$ cat src/rtl/conv_window_addr_gen_if.sv
// Tap-address beat bus between conv_window_addr_gen (master) and the image-RAM read port (slave).
// tap_pad exists only when CONV_ADDR_PAD_EN is defined.
interface conv_window_addr_gen_if #(
    parameter int AW = 16,
    parameter int KW = 4
) ();
    // A beat transfers on a cycle where addr_valid && addr_ready at the rising
    // edge; while addr_valid=1 and addr_ready=0 every beat field holds stable.
    logic              addr_valid;
    logic              addr_ready;
    logic [AW-1:0]     img_addr;
    logic [2*KW-1:0]   tap_idx;
    logic              tap_last;
    logic [AW-1:0]     res_addr;
`ifdef CONV_ADDR_PAD_EN
    logic              tap_pad;

    modport master (
        output addr_valid, img_addr, tap_idx, tap_last, res_addr, tap_pad,
        input  addr_ready
    );
    modport slave (
        input  addr_valid, img_addr, tap_idx, tap_last, res_addr, tap_pad,
        output addr_ready
    );
`else
    modport master (
        output addr_valid, img_addr, tap_idx, tap_last, res_addr,
        input  addr_ready
    );
    modport slave (
        input  addr_valid, img_addr, tap_idx, tap_last, res_addr,
        output addr_ready
    );
`endif
endinterface

$ cat src/rtl/conv_window_addr_gen.sv
// Sliding-window tap / result address generator for 2-D convolution over an IMG_W x IMG_H frame.
// Optional zero padding (pad input, tap_pad output) is compiled in with CONV_ADDR_PAD_EN.
module conv_window_addr_gen #(
    parameter int IMG_W = 220,
    parameter int IMG_H = 220,
    parameter int AW    = 16,
    parameter int KW    = 4,
    parameter int SW    = 3
) (
    input  logic          clk,
    input  logic          rstn,
    input  logic          start,
    input  logic [KW-1:0] k_size,
    input  logic [SW-1:0] stride,
    input  logic [AW-1:0] img_base,
    input  logic [AW-1:0] res_base,
`ifdef CONV_ADDR_PAD_EN
    input  logic [KW-2:0] pad,
`endif
    conv_window_addr_gen_if.master bus,
    output logic          busy,
    output logic          done,
    output logic          cfg_err,
    output logic [1:0]    dbg_state
);

    localparam int CW = 16;
    localparam int TW = 2 * KW;

    typedef enum logic [1:0] {
        S_IDLE = 2'd0,
        S_RUN  = 2'd1,
        S_FIN  = 2'd2
    } state_t;

    state_t r_state;
    state_t w_next;

    // Constant-coefficient multiply by the row pitch, built from shifted adds.
    function automatic logic [AW-1:0] times_pitch(input logic [CW-1:0] n);
        logic [AW-1:0] acc;
        acc = '0;
        for (int i = 0; i < CW; i++) begin
            if (n[i]) acc = acc + (AW'(IMG_W) << i);
        end
        return acc;
    endfunction

    logic [KW-1:0] r_k;
    logic [SW-1:0] r_s;
    logic [AW-1:0] r_s_pitch;
    logic [KW-1:0] r_kx;
    logic [KW-1:0] r_ky;
    logic [TW-1:0] r_tap;
    logic [CW-1:0] r_xw;
    logic [CW-1:0] r_yw;
    logic [AW-1:0] r_win_row_addr;
    logic [AW-1:0] r_win_addr;
    logic [AW-1:0] r_row_addr;
    logic [AW-1:0] r_res;
    logic          r_cfg_err;

    logic [CW-1:0] w_p_in;
    logic [CW-1:0] w_p;
    logic [CW-1:0] w_wp;
    logic [CW-1:0] w_hp;
    logic [CW-1:0] w_k_in;
    logic [AW-1:0] w_pad_off;
    logic          w_cfg_bad;
    logic          w_run;
    logic          w_fire;
    logic          w_last_kx;
    logic          w_last_ky;
    logic          w_last_wx;
    logic          w_last_wy;
    logic          w_tap_last;
    logic          w_frame_end;
    logic          w_is_pad;

`ifdef CONV_ADDR_PAD_EN
    logic [KW-2:0] r_pad;
    logic [CW-1:0] w_x;
    logic [CW-1:0] w_y;

    assign w_p_in = CW'(pad);
    assign w_p    = CW'(r_pad);
    // Coordinates are kept in padded-frame terms, so the real pixel is (x-p, y-p).
    assign w_x    = r_xw + CW'(r_kx);
    assign w_y    = r_yw + CW'(r_ky);
    assign w_is_pad = (w_x < w_p) || (w_x >= CW'(IMG_W) + w_p) ||
                      (w_y < w_p) || (w_y >= CW'(IMG_H) + w_p);
    assign bus.tap_pad = w_run && w_is_pad;
`else
    assign w_p_in   = '0;
    assign w_p      = '0;
    assign w_is_pad = 1'b0;
`endif

    assign w_wp      = CW'(IMG_W) + (w_p << 1);
    assign w_hp      = CW'(IMG_H) + (w_p << 1);
    assign w_k_in    = CW'(k_size);
    // Origin of the padded frame sits p rows up and p pixels left of img_base.
    assign w_pad_off = times_pitch(w_p_in) + AW'(w_p_in);
    assign w_cfg_bad = (k_size == '0) || (stride == '0) ||
                       (w_k_in > CW'(IMG_W) + (w_p_in << 1)) ||
                       (w_k_in > CW'(IMG_H) + (w_p_in << 1));

    assign w_run       = (r_state == S_RUN);
    assign w_fire      = w_run && bus.addr_ready;
    assign w_last_kx   = (r_kx == r_k - KW'(1));
    assign w_last_ky   = (r_ky == r_k - KW'(1));
    // A window is the last of its row/column when the next step would overrun the frame.
    assign w_last_wx   = (r_xw + CW'(r_s) + CW'(r_k)) > w_wp;
    assign w_last_wy   = (r_yw + CW'(r_s) + CW'(r_k)) > w_hp;
    assign w_tap_last  = w_last_kx && w_last_ky;
    assign w_frame_end = w_tap_last && w_last_wx && w_last_wy;

    always_ff @(posedge clk) begin
        if (!rstn) r_state <= S_IDLE;
        else       r_state <= w_next;
    end

    always_comb begin
        w_next = r_state;
        busy   = 1'b0;
        done   = 1'b0;
        case (r_state)
            S_IDLE: begin
                if (start && !w_cfg_bad) w_next = S_RUN;
            end
            S_RUN: begin
                busy = 1'b1;
                if (w_fire && w_frame_end) w_next = S_FIN;
            end
            S_FIN: begin
                done   = 1'b1;
                w_next = S_IDLE;
            end
            default: w_next = S_IDLE;
        endcase
    end

    always_ff @(posedge clk) begin
        if (!rstn) begin
            r_k            <= '0;
            r_s            <= '0;
            r_s_pitch      <= '0;
            r_kx           <= '0;
            r_ky           <= '0;
            r_tap          <= '0;
            r_xw           <= '0;
            r_yw           <= '0;
            r_win_row_addr <= '0;
            r_win_addr     <= '0;
            r_row_addr     <= '0;
            r_res          <= '0;
            r_cfg_err      <= 1'b0;
`ifdef CONV_ADDR_PAD_EN
            r_pad          <= '0;
`endif
        end else begin
            r_cfg_err <= 1'b0;
            if (r_state == S_IDLE && start) begin
                r_k            <= k_size;
                r_s            <= stride;
                r_s_pitch      <= times_pitch(CW'(stride));
                r_kx           <= '0;
                r_ky           <= '0;
                r_tap          <= '0;
                r_xw           <= '0;
                r_yw           <= '0;
                r_win_row_addr <= img_base - w_pad_off;
                r_win_addr     <= img_base - w_pad_off;
                r_row_addr     <= img_base - w_pad_off;
                r_res          <= res_base;
                r_cfg_err      <= w_cfg_bad;
`ifdef CONV_ADDR_PAD_EN
                r_pad          <= pad;
`endif
            end else if (w_fire) begin
                if (!w_last_kx) begin
                    r_kx  <= r_kx + KW'(1);
                    r_tap <= r_tap + TW'(1);
                end else if (!w_last_ky) begin
                    r_kx       <= '0;
                    r_ky       <= r_ky + KW'(1);
                    r_tap      <= r_tap + TW'(1);
                    r_row_addr <= r_row_addr + AW'(IMG_W);
                end else begin
                    r_kx  <= '0;
                    r_ky  <= '0;
                    r_tap <= '0;
                    r_res <= r_res + AW'(1);
                    if (!w_last_wx) begin
                        r_xw       <= r_xw + CW'(r_s);
                        r_win_addr <= r_win_addr + AW'(r_s);
                        r_row_addr <= r_win_addr + AW'(r_s);
                    end else begin
                        r_xw           <= '0;
                        r_yw           <= r_yw + CW'(r_s);
                        r_win_row_addr <= r_win_row_addr + r_s_pitch;
                        r_win_addr     <= r_win_row_addr + r_s_pitch;
                        r_row_addr     <= r_win_row_addr + r_s_pitch;
                    end
                end
            end
        end
    end

    assign bus.addr_valid = w_run;
    assign bus.img_addr   = (w_run && !w_is_pad) ? (r_row_addr + AW'(r_kx)) : '0;
    assign bus.tap_idx    = w_run ? r_tap : '0;
    assign bus.tap_last   = w_run && w_tap_last;
    assign bus.res_addr   = w_run ? r_res : '0;
    assign cfg_err        = r_cfg_err;
    assign dbg_state      = r_state;

endmodule
$ cat src/flat_wrapper.sv
// flat-port wrapper written by rule: the top's interface ports become plain ports
module conv_window_addr_gen_flat 
#(
    parameter int IMG_W = 220,
    parameter int IMG_H = 220,
    parameter int AW    = 16,
    parameter int KW    = 4,
    parameter int SW    = 3
)
  (clk, rstn, start, k_size, stride, img_base, res_base, busy, done, cfg_err, dbg_state, bus_addr_valid, bus_img_addr, bus_tap_idx, bus_tap_last, bus_res_addr, bus_addr_ready);
  conv_window_addr_gen_if #(.AW(AW), .KW(KW)) bus_i ();
  input  logic clk;
  input  logic rstn;
  input  logic start;
  input  logic [KW-1:0] k_size;
  input  logic [SW-1:0] stride;
  input  logic [AW-1:0] img_base;
  input  logic [AW-1:0] res_base;
  output logic busy;
  output logic done;
  output logic cfg_err;
  output logic [1:0] dbg_state;
  output wire logic [$bits(bus_i.addr_valid)-1:0] bus_addr_valid;
  output wire logic [$bits(bus_i.img_addr)-1:0] bus_img_addr;
  output wire logic [$bits(bus_i.tap_idx)-1:0] bus_tap_idx;
  output wire logic [$bits(bus_i.tap_last)-1:0] bus_tap_last;
  output wire logic [$bits(bus_i.res_addr)-1:0] bus_res_addr;
  input wire logic [$bits(bus_i.addr_ready)-1:0] bus_addr_ready;
  assign bus_addr_valid = bus_i.addr_valid;
  assign bus_img_addr = bus_i.img_addr;
  assign bus_tap_idx = bus_i.tap_idx;
  assign bus_tap_last = bus_i.tap_last;
  assign bus_res_addr = bus_i.res_addr;
  assign bus_i.addr_ready = bus_addr_ready;
  conv_window_addr_gen #(.IMG_W(IMG_W), .IMG_H(IMG_H), .AW(AW), .KW(KW), .SW(SW)) u_core (.clk(clk), .rstn(rstn), .start(start), .k_size(k_size), .stride(stride), .img_base(img_base), .res_base(res_base), .bus(bus_i), .busy(busy), .done(done), .cfg_err(cfg_err), .dbg_state(dbg_state));
endmodule
$ cat config.mk
export PLATFORM = sky130hd
export DESIGN_NAME = conv_window_addr_gen_flat
export DESIGN_NICKNAME = d
export VERILOG_FILES = /design/src/rtl/conv_window_addr_gen_if.sv /design/src/rtl/conv_window_addr_gen.sv /design/src/flat_wrapper.sv
export SDC_FILE = /design/constraint.sdc
export NUM_CORES = 1
export LEC_CHECK = 0
export BUFFER_PORTS_ARGS = -buffer_cell sky130_fd_sc_hd__buf_2
export CAP_MARGIN = 15
export CORE_MARGIN = 3
export CORE_UTILIZATION = 30
export DETAILED_ROUTE_END_ITERATION = 10
export MAX_ROUTING_LAYER = met4
export PLACE_DENSITY = 0.5
export SETUP_SLACK_MARGIN = 0.4
export SYNTH_ARGS = -nofsm -noshare
export SYNTH_HDL_FRONTEND = slang
export SYNTH_SLANG_ARGS = --single-unit
$ cat constraint.sdc
create_clock -name clk -period 11.3 [get_ports clk]
set_clock_uncertainty 0.15 [all_clocks]
set_input_delay 0 -clock clk [delete_from_list [all_inputs] [get_ports clk]]
set_output_delay 0 -clock clk [all_outputs]
set_load 0.1 [all_outputs]
== Word level (Yosys, flattened, before mapping) ==
Index checks and enable logic that the tools add are counted.

* Bits in writable memories: 0
* Register bits: 138
* Bits in latches: 0
* Memories kept: 0
* Output and inout port bits: 47
* ROM bits: 0

* Reduce and logical (&&, ||, !) cells: 28
* Equality and inequality tests: 6
* Multipliers: 0
* Add/subtract/negate cells: 15
* Bitwise logic cells: 1
* Multiplexer cells: 38
* Div/mod/pow operators: 0
* Order comparisons: 3
* Shifts and indexed selects: 0

{| class="wikitable"
|+ Operators by type and width
! operator !! count
|-
| 16-bit two-way mux || 27
|-
| 16-bit by 3-bit adder with 16-bit output || 3
|-
| 16-bit by 4-bit adder with 16-bit output || 3
|-
| 16-bit by 8-bit > comparator with 1-bit output (second input constant) || 2
|-
| 8-bit two-way mux || 4
|-
| 16-bit by 1-bit adder with 16-bit output (second input constant) || 1
|-
| 16-bit by 10-bit adder with 16-bit output (second input constant) || 1
|-
| 16-bit adder || 1
|-
| 16-bit by 8-bit adder with 16-bit output (second input constant) || 1
|-
| 16-bit by 9-bit adder with 16-bit output (second input constant) || 1
|-
| 4-bit by 1-bit adder with 4-bit output (second input constant) || 2
|-
| 8-bit by 1-bit adder with 8-bit output (second input constant) || 1
|-
| 4-bit equality test || 2
|-
| 4-bit by 8-bit > comparator with 1-bit output (second input constant) || 1
|-
| 1-bit logical AND || 8
|-
| 4-bit two-way mux || 2
|-
| 2-bit AND reduction || 4
|-
| 4-bit AND reduction || 2
|-
| 2-bit nonzero test || 4
|-
| 3-bit AND reduction || 2
|-
| 4-bit logical NOT || 1
|-
| 2-bit two-way mux || 2
|-
| 2-bit case mux with 2 select lines || 1
|-
| 4-bit by 1-bit subtractor with 4-bit output (second input constant) || 1
|-
| other kinds (11) || 14
|}

== Depth between registers and ports, before layout ==
Gate-level depths: netlist of the first run.

* Word-level depth: 10
* Gate-level depth with buffers: 15
* Mapped depth without buffers: 14

== Least setup slack after synthesis of the first run ==
OpenSTA, ideal clock, no wires.

* Kind: flip-flop to output port
* From: register u_core.r_k[1]
* To: output bus_tap_last
* Arrival: 3.846 ns
* Path buffers: 2
* Slack: 7.304 ns
* Stages on the path, launching flop included: 9
* Required time: 11.150 ns
* Cells stage by stage: dfxtp_1 inv_1 ha_1 xor2_1 xnor2_1 nand4_1 clkbuf_1 clkbuf_1 nor3b_1

* Longest elaborated chain between the ends: 4
* Elaborated cells between the ends (all ways): 5
* Those cells by class: add/sub (1); eq/ne (2); reduce/logical (2)

{| class="wikitable"
|+ Ends and longest elaborated chain
! element !! line !! RTL
|-
| start, declared || conv_window_addr_gen.sv:49 || <nowiki>logic [KW-1:0] r_k;</nowiki>
|-
| start signal, assigned || conv_window_addr_gen.sv:164 || <nowiki>r_k <= k_size;</nowiki>
|-
| 4-bit by 1-bit subtractor with 4-bit output (*) || conv_window_addr_gen.sv:110, conv_window_addr_gen.sv:111 ||
|-
| 4-bit equality test (on tied branches) || conv_window_addr_gen.sv:110, conv_window_addr_gen.sv:111 ||
|-
| 1-bit logical AND (*) || conv_window_addr_gen.sv:115 || <nowiki>assign w_tap_last = w_last_kx && w_last_ky;</nowiki>
|-
| 1-bit logical AND (*) || conv_window_addr_gen.sv:213 || <nowiki>assign bus.tap_last = w_run && w_tap_last;</nowiki>
|-
| end, declared || flat_wrapper.sv:26 || <nowiki>output wire logic [$bits(bus_i.tap_last)-1:0] bus_tap_last;</nowiki>
|}

Mark *: on every way between the ends. The rest lies on a longest branch, timed or not.

== Worst setup path in the final report of the first run ==
* From: register u_core.r_s[1]
* To: register u_core.r_win_row_addr[5]

* Longest elaborated chain between the ends: 5

{| class="wikitable"
|+ Ends and longest elaborated chain
! element !! line !! RTL
|-
| start, declared || conv_window_addr_gen.sv:50 || <nowiki>logic [SW-1:0] r_s;</nowiki>
|-
| start signal, assigned || conv_window_addr_gen.sv:165 || <nowiki>r_s <= stride;</nowiki>
|-
| 16-bit by 3-bit adder with 16-bit output || conv_window_addr_gen.sv:113 || <nowiki>assign w_last_wx = (r_xw + CW'(r_s) + CW'(r_k)) > w_wp;</nowiki>
|-
| 16-bit by 4-bit adder with 16-bit output || conv_window_addr_gen.sv:113 ||
|-
| 16-bit by 8-bit > comparator with 1-bit output || conv_window_addr_gen.sv:113 ||
|-
| 2-bit nonzero test (no line) || n/a ||
|-
| 4-bit AND reduction (no line) || n/a ||
|-
| end signal, assigned || conv_window_addr_gen.sv:172 || <nowiki>r_win_row_addr <= img_base - w_pad_off;</nowiki>
|-
| end signal, assigned || conv_window_addr_gen.sv:201 || <nowiki>r_win_row_addr <= r_win_row_addr + r_s_pitch;</nowiki>
|-
| end, declared || conv_window_addr_gen.sv:57 || <nowiki>logic [AW-1:0] r_win_row_addr;</nowiki>
|}

No other way between the ends.
A chain may end at the register's enable or synchronous reset.

==> results_dict.tcl, run 1 <==
set metrics [dict create \
    run_status "completed" \
    detailed_place_hpwl_um 18400 \
    grt-ovfl-total 0 \
    multi_input_logic_area_um2 5796 \
    worst_slew_margin_rel_pct 25.09 \
    cts.path.max_buffers 2 \
    number_of_enable_flip_flop_cells_after_synthesis 0 \
    htree_num_levels 4 \
    synth.yosys.warnings 0 \
    insertion_delay_ns 0.42 \
    layout.nets 1308 \
    filler_cell_count 2975 \
    worstHoldPathCells 4 \
    crit_path_top_delay_cell "dfxtp_1" \
    clkSlewWorstSetupHoldPaths_ns 0.06 \
    cp_max_fo 24 \
    power.ir.vdd_worst_uv 100.1 \
    grt_pass1_vias 7865 \
    report.final.setup_viol 0 \
    die_height_um 176.7 \
    boundaryPins 90 \
    holdCritPathClass "in -> reg" \
    grt_first_pass_wirelength_um 41830 \
    m1WireLength_um 12460 \
    setup_repair_after_global_routing_missed_its_margin "no" \
    synth_seq_cells 129 \
    postRouteWirelength_um 26310 \
    drtIter0Drc 483 \
    main_synth_ff_type "dfxtp_1" \
    postLayoutSetupSlackWorst_ns 6.639 \
    cap_violations 0 \
    slew_of_the_pin_with_the_lowest_slew_margin_ns 1.122 \
    power_frac_comb_pct 17.6 \
    met3_wirelength_um 823 \
    p_leak_uw 0.004161 \
    worst_setup_path_start_kind "flip-flop" \
    timing.final.crit_share_pct 41.25 \
    routed_vias_inst 5.160 \
    synthesis.instances 1123 \
    max_stage_delay_on_crit_path_ns 0.54 \
    drt_pre_antenna_iters 5 \
    synth_fp_nets 1215 \
    cts_buffers 17 \
    dpl_worst_slack_ns 6.690 \
    grt_start_max_net_pins 66 \
    clockPowerShare_pct 44.3 \
    crit_path_cell_trace "ha_1 -> a211oi_2 -> nor2_1 -> xor2_1 -> ha_1 -> a211oi_1 -> nor4bb_1 -> mux2_2 -> o21ai_0 -> o211ai_1 -> nor3_4 -> buf_4 -> nor2_1 -> a21boi_0 -> a21oi_1" \
    top_layer "met4" \
    timing.setup.tns_ns 0 \
    dieArea_um2 31220 \
    areaGrowthSynthToFinish_pct 20.32 \
    period_needed_ns 4.661 \
    gp_routability_congestion 0.8191 \
    tritoncts "yes" \
    maximum_operating_frequency_mhz 214.5 \
    regArea_um2 2582 \
    cp_data_arrival_time_ns 4.85 \
    numClockSinks 129 \
    timing_hold_violations_final 0 \
    critical_setup_path_class "reg -> reg" \
    internal_portion_of_total_power_uw 935.8 \
    total_design_power_uw 1338 \
    post_route_cells_drive_above_1_share_pct 12.69 \
    detailroute.wirelength.met2_um 12590 \
    routed-via-count 8292 \
    syn-cell-area_um2 8740 \
    timing.critical_path.required_ns 11.49 \
    grt_usage_pct 17.24 \
    synth_sequential_area_ratio_pct 29.55 \
    number_of_antenna_violations_at_the_first_check_in_global_routing 0 \
    drc 0 \
    fp-row-count 61 \
    avgSynthCellArea_um2 7.782 \
    start_util_pct 30.95 \
    power.share.switching_pct 30.08 \
    worstRegToRegCells 15 \
    drt.antenna.violating_nets 0 \
    power_density_nw_per_um2 127.3 \
    die_width_um 176.7 \
    synth_cell_type_count 72 \
    cts_repair_resize_count 0 \
    drt-wirelength-per-cell_um 16.37 \
    core_area_um2 28240 \
    total_switching_power_uw 402.6 \
    finalMaxSlewViolations 0 \
    share_seq_of_total_power_pct 38.1 \
    async_flop_share_pct 0 \
    io_buffer_count 89 \
    clock_root_buffer "clkbuf_16" \
    n_antenna_cell 0 \
    element_type_at_the_critical_path_end "flip-flop" \
]
flip-flops by register name, summed over array words and instances (netlist names):
signal                 count
u_core.dbg_state           2
u_core.r_yw               16
u_core.r_s                 3
u_core.r_win_addr         16
u_core.r_s_pitch           7
u_core.cfg_err             1
u_core.r_ky                4
u_core.r_res              16
u_core.r_kx                4
u_core.r_k                 4
u_core.r_win_row_addr     16
u_core.r_row_addr         16
u_core.r_xw               16
u_core.r_tap               8
per-layer routing:
metal | track usage, % | up-vias
li1 | - | 4207
met3 | 2.617 | 31
met1 | 21.56 | 3910
met4 | 4.812 | 0
met2 | 29.07 | 144
met5 | - | -
worst max-delay path, delay by kind of cell (launching register included):
kind / cells / cell delay, ns
buffers and inverters: 1 / 0.26
multiplexers: 1 / 0.20
XOR/XNOR: 1 / 0.17
adder cells (fa/ha/maj): 2 / 0.56
AND/OR/NAND/NOR: 4 / 1.07
AO/OA/AOI/OAI: 6 / 1.64
flip-flops: 1 / 0.54
metrics by stage:
step                      utilization (%)  hold slack (ns)  instance area, um2  instances
final                               37.24           0.2427               10520       1607
after global routing                37.24           0.2445               10520       1607
after CTS                           37.24           0.2196               10520       1607
after detailed placement            33.52           0.1114                9465       1533
after global placement              33.52           0.1170                9465       1533
after floorplan                         -         -0.01404                8740       1123
cell type report:
| class | instances | area share [%] |
|---|---|---|
| clock inverters | 12 | 1.737 |
| well taps | 378 | 4.498 |
| inverters | 23 | 0.8210 |
| repair buffers | 142 | 9.020 |
| flip-flops and latches | 129 | 24.56 |
| multi-input cells | 903 | 55.12 |
| clock buffers | 20 | 4.248 |
synthesized netlist by cell type (14+ instances only):
master | instances | area [um2]
mux2i_1 | 17 | 170.2
a211oi_1 | 33 | 247.7
xnor2_1 | 46 | 402.9
o21ai_0 | 57 | 285.3
nand4_1 | 14 | 87.58
a21o_1 | 14 | 105.1
and3_1 | 17 | 106.4
dfxtp_1 | 129 | 2582
nor2_1 | 121 | 454.2
clkbuf_1 | 55 | 206.5
nand3_1 | 38 | 190.2
nor3_1 | 43 | 215.2
inv_1 | 22 | 82.58
ha_1 | 42 | 525.5
nand2_1 | 110 | 412.9
nor4_1 | 14 | 87.58
and2_1 | 35 | 219.0
a21oi_1 | 98 | 490.5
xor2_1 | 44 | 385.4
cell usage in the layout, fill, tap and decap left out, types with 6 or more instances in the layout:
| cell | instances |
|---|---|
| clkbuf_16 | 17 |
| nand2b_1 | 9 |
| o21a_1 | 7 |
| nor3b_1 | 6 |
| o21ai_0 | 57 |
| ha_1 | 42 |
| mux2_2 | 6 |
| a21o_1 | 14 |
| nor4_1 | 14 |
| nor2b_1 | 9 |
| dlygate4sd3_1 | 42 |
| nand2_1 | 109 |
| a21oi_1 | 98 |
| a31oi_1 | 11 |
| buf_2 | 89 |
| xnor2_1 | 46 |
| nor3_1 | 43 |
| nand4_1 | 14 |
| dfxtp_1 | 129 |
| o22ai_1 | 8 |
| and2_1 | 34 |
| or3_1 | 9 |
| o211ai_1 | 7 |
| nand3_1 | 38 |
| xor2_1 | 44 |
| buf_4 | 11 |
| a311oi_1 | 7 |
| nor2_1 | 120 |
| mux2i_1 | 17 |
| inv_1 | 22 |
| and3_1 | 17 |
| a22oi_1 | 13 |
| fa_1 | 7 |
| a211oi_1 | 33 |
worst paths after layout:
kind / from / end / slack [ns]
max reg2reg: u_core.r_s[1]$_SDFFE_PN0P_ / u_core.r_win_row_addr[5]$_SDFFE_PN0P_ / 6.64
min: res_base[0] / u_core.r_res[0]$_SDFFE_PN0P_ / 0.24
max: u_core.r_s[1]$_SDFFE_PN0P_ / u_core.r_win_row_addr[5]$_SDFFE_PN0P_ / 6.64
min reg2reg: u_core.r_win_row_addr[6]$_SDFFE_PN0P_ / u_core.r_win_row_addr[6]$_SDFFE_PN0P_ / 0.31
logic make-up after synthesis:
logic type / share of synthesized area (%)
buffers and inverters: 4.209
flip-flops: 29.55
XOR/XNOR: 9.807
adder cells (fa/ha/maj): 7.616
AND/OR/NAND/NOR: 24.97
AO/OA/AOI/OAI: 21.13
multiplexers: 2.720
power by group through the flow:
| stage | combinational [uW] | sequential [uW] | clock (uW) |
|---|---|---|---|
| finish | 236 | 510 | 593 |
| global route | 259 | 513 | 633 |
| CTS | 239 | 509 | 609 |
| detailed placement | 226 | 519 | 0 |
| global placement | 225 | 519 | 0 |
| floorplan | 171 | 511 | 0 |
what timing repair did:
| item | CTS | global route |
|---|---|---|
| endpoints found under the hold margin | 79 | 0 |
| buffers inserted | 0 | 0 |
| hold buffers | 42 | 0 |
(Power assumes the default switching activity.)
==> inputs of run 2 (changes only) <==
==> constraint.sdc (replaced) <==
create_clock -name clk -period 4.5 [get_ports clk]
set_clock_uncertainty 0.15 [all_clocks]
set_input_delay 0 -clock clk [delete_from_list [all_inputs] [get_ports clk]]
set_output_delay 0 -clock clk [all_outputs]
set_load 0.1 [all_outputs]
==> run 2 against run 1 <==
Utilization is 1.5 points higher. Critical endpoint is now u_core.r_row_addr[2]$_SDFFE_PN0P_. Flip-flop and latch count unchanged. Register-to-register slack got worse by 6.1 ns. Critical path depth shrank 2. Worst hold slack worse by 0.0082 ns. Largest cell class unchanged. Clock-buffer cell count fell by 3.
==> results_dict.tcl, run 2 (synthesis gave the netlist of run 1 again) <==
set metrics [dict create \
    run_status "completed" \
    rrSetupSlack_ns 0.53 \
    layout.cells.most_common_list "dfxtp_1, nor2_1, nand2_1" \
    drt_pre_antenna_iters 5 \
    max_stage_delay_on_crit_path_ns 0.49 \
    clock_root_buffer "clkbuf_16" \
    post_route_cells_drive_above_1_share_pct 15.43 \
    timing.setup.tns_ns 0 \
    finalMaxSlewViolations 0 \
    holdCritPathClass "in -> reg" \
    drt.antenna.violating_nets 0 \
    p_leak_uw 0.004361 \
    htree_num_levels 4 \
    worst_setup_path_start_kind "flip-flop" \
    grt_start_max_net_pins 62 \
    layout.nets 1343 \
    numClockSinks 129 \
    routed-via-count 8430 \
    cap_violations 0 \
    element_type_at_the_critical_path_end "flip-flop" \
    slew_of_the_pin_with_the_lowest_slew_margin_ns 1.086 \
    dieArea_um2 31220 \
    power_density_nw_per_um2 316.3 \
    worstHoldPathCells 4 \
    critical_setup_path_class "reg -> reg" \
    crit_path_cell_trace "ha_2 -> fa_2 -> fa_2 -> a211oi_2 -> nor4bb_1 -> mux2_2 -> o21ai_1 -> o211ai_1 -> buf_4 -> nor3_4 -> buf_4 -> o21ai_0 -> o22ai_1" \
    boundaryPins 90 \
    cp_data_arrival_time_ns 4.09 \
    holdCritStartpoint "k_size[1]" \
    die_width_um 176.7 \
    detailed_place_hpwl_um 19140 \
    final_cells 1642 \
    drc 0 \
    gp_routability_congestion 0.8542 \
    insertion_delay_ns 0.42 \
    number_of_antenna_violations_at_the_first_check_in_global_routing 0 \
    n_antenna_cell 0 \
    timing.final.crit_share_pct 88.12 \
    final_common_cell "dfxtp_1" \
    die_height_um 176.7 \
    filler_cell_count 2968 \
    setup_repair_after_global_routing_missed_its_margin "no" \
    cp_num_buf_inv 2 \
    crit_path_top_delay_cell "fa_2" \
    routed_vias_inst 5.134 \
    critical_path.reg2reg.endpoint "u_core.r_row_addr[2]$_SDFFE_PN0P_" \
    drtIter0Drc 468 \
    period_needed_ns 3.965 \
    fp-row-count 61 \
    grt_usage_pct 17.96 \
    core_area_um2 28240 \
    io_buffer_count 89 \
    dpl.cell_count 1550 \
    timing.critical_path.required_ns 4.62 \
    clkSlewWorstSetupHoldPaths_ns 0.06 \
    worstRegToRegCells 13 \
    cts.path.max_buffers 2 \
    r2r_start "u_core.r_s[0]$_SDFFE_PN0P_" \
    timing_hold_violations_final 0 \
    grt_pass1_vias 8224 \
    start_util_pct 30.95 \
    report.final.setup_viol 0 \
    power.ir.vdd_worst_uv 213.2 \
    cp_max_fo 5 \
    tritoncts "yes" \
    cts_buffers 17 \
    worst_slew_margin_rel_pct 27.45 \
    postRouteWirelength_um 27230 \
    cell_type_group_with_the_largest_total_delay_on_the_critical_path "compound AO/OA/AOI/OAI gates" \
    areaGrowthSynthToFinish_pct 25.02 \
    worst_hold_path.endpoint "u_core.r_k[1]$_SDFFE_PN0P_" \
    maximum_operating_frequency_mhz 252.2 \
    drt-wirelength-per-cell_um 16.58 \
    grt_first_pass_wirelength_um 43950 \
    grt-ovfl-total 0 \
]
[run 2: per-stage QoR]
step | worst slack [ns] | util (%) | hold WS [ns] | instance area (um2) | power (uW)
2_1_floorplan | 0.5035 | - | -0.01404 | 8740 | 1713
3_3_place_gp | 0.3065 | 34.06 | 0.1096 | 9618 | 1880
3_5_place_dp | 0.1942 | 34.06 | 0.1157 | 9618 | 1881
4_1_cts | 0.4079 | 38.28 | 0.2230 | 10810 | 3490
5_1_grt | 0.3538 | 38.69 | 0.2512 | 10930 | 3619
6_report | 0.5346 | 38.69 | 0.2344 | 10930 | 3456
[run 2: final cells by class]
type,instances,area (um2),share of cell area (%)
clock buffer,17,425.4,3.893
tap,378,473.0,4.328
multi-input combinational,903,5852,53.56
inverter,23,86.33,0.7901
sequential,129,2584,23.65
timing repair buffer,177,1276,11.68
clock inverter,15,230.2,2.107
[run 2: how the worst max path moves through the flow]
stage	startpoint	to	slack, ns	depth (start not counted)
after floorplan	u_core.r_k[1]$_SDFFE_PN0P_	bus_tap_last	0.50	8
after global placement	u_core.r_s[0]$_SDFFE_PN0P_	u_core.r_row_addr[5]$_SDFFE_PN0P_	0.31	12
after detailed placement	u_core.r_xw[1]$_SDFFE_PP0P_	u_core.r_row_addr[5]$_SDFFE_PN0P_	0.19	14
after CTS	u_core.r_s[0]$_SDFFE_PN0P_	u_core.r_yw[7]$_SDFFE_PP0P_	0.41	13
after global routing	u_core.r_s[0]$_SDFFE_PN0P_	u_core.r_row_addr[5]$_SDFFE_PN0P_	0.35	13
final	u_core.r_s[0]$_SDFFE_PN0P_	u_core.r_row_addr[2]$_SDFFE_PN0P_	0.53	13
[run 2: tightest hold or removal path: stages]
cell and delay (ns):
dlygate4sd3_1 0.53, buf_2 0.13, nand2_1 0.05, a21oi_1 0.05
[run 2: power breakdown]
| group | switching, uW | total [uW] | internal [uW] |
|---|---|---|---|
| logic | 407 | 624 | 217 |
| clock network | 566 | 1560 | 992 |
| registers | 68.9 | 1270 | 1200 |
[run 2: repair_timing]
action                     CTS  global route
gates resized for setup      3            12
pin swaps                    3             4
hold endpoints to repair    80             0
cloned                       0             1
hold buffers                51             0
setup buffers                2             6
setup endpoints to repair   32            75
[run 2: routing by layer]
layer  wire (um)  global-route usage (%)  vias to the layer above
met3         839                   2.445                       35
met2       12620                   28.97                      155
met5           0                       -                        -
met1       13100                   23.51                     3965
met4         663                   5.466                        0
li1            -                       -                     4275
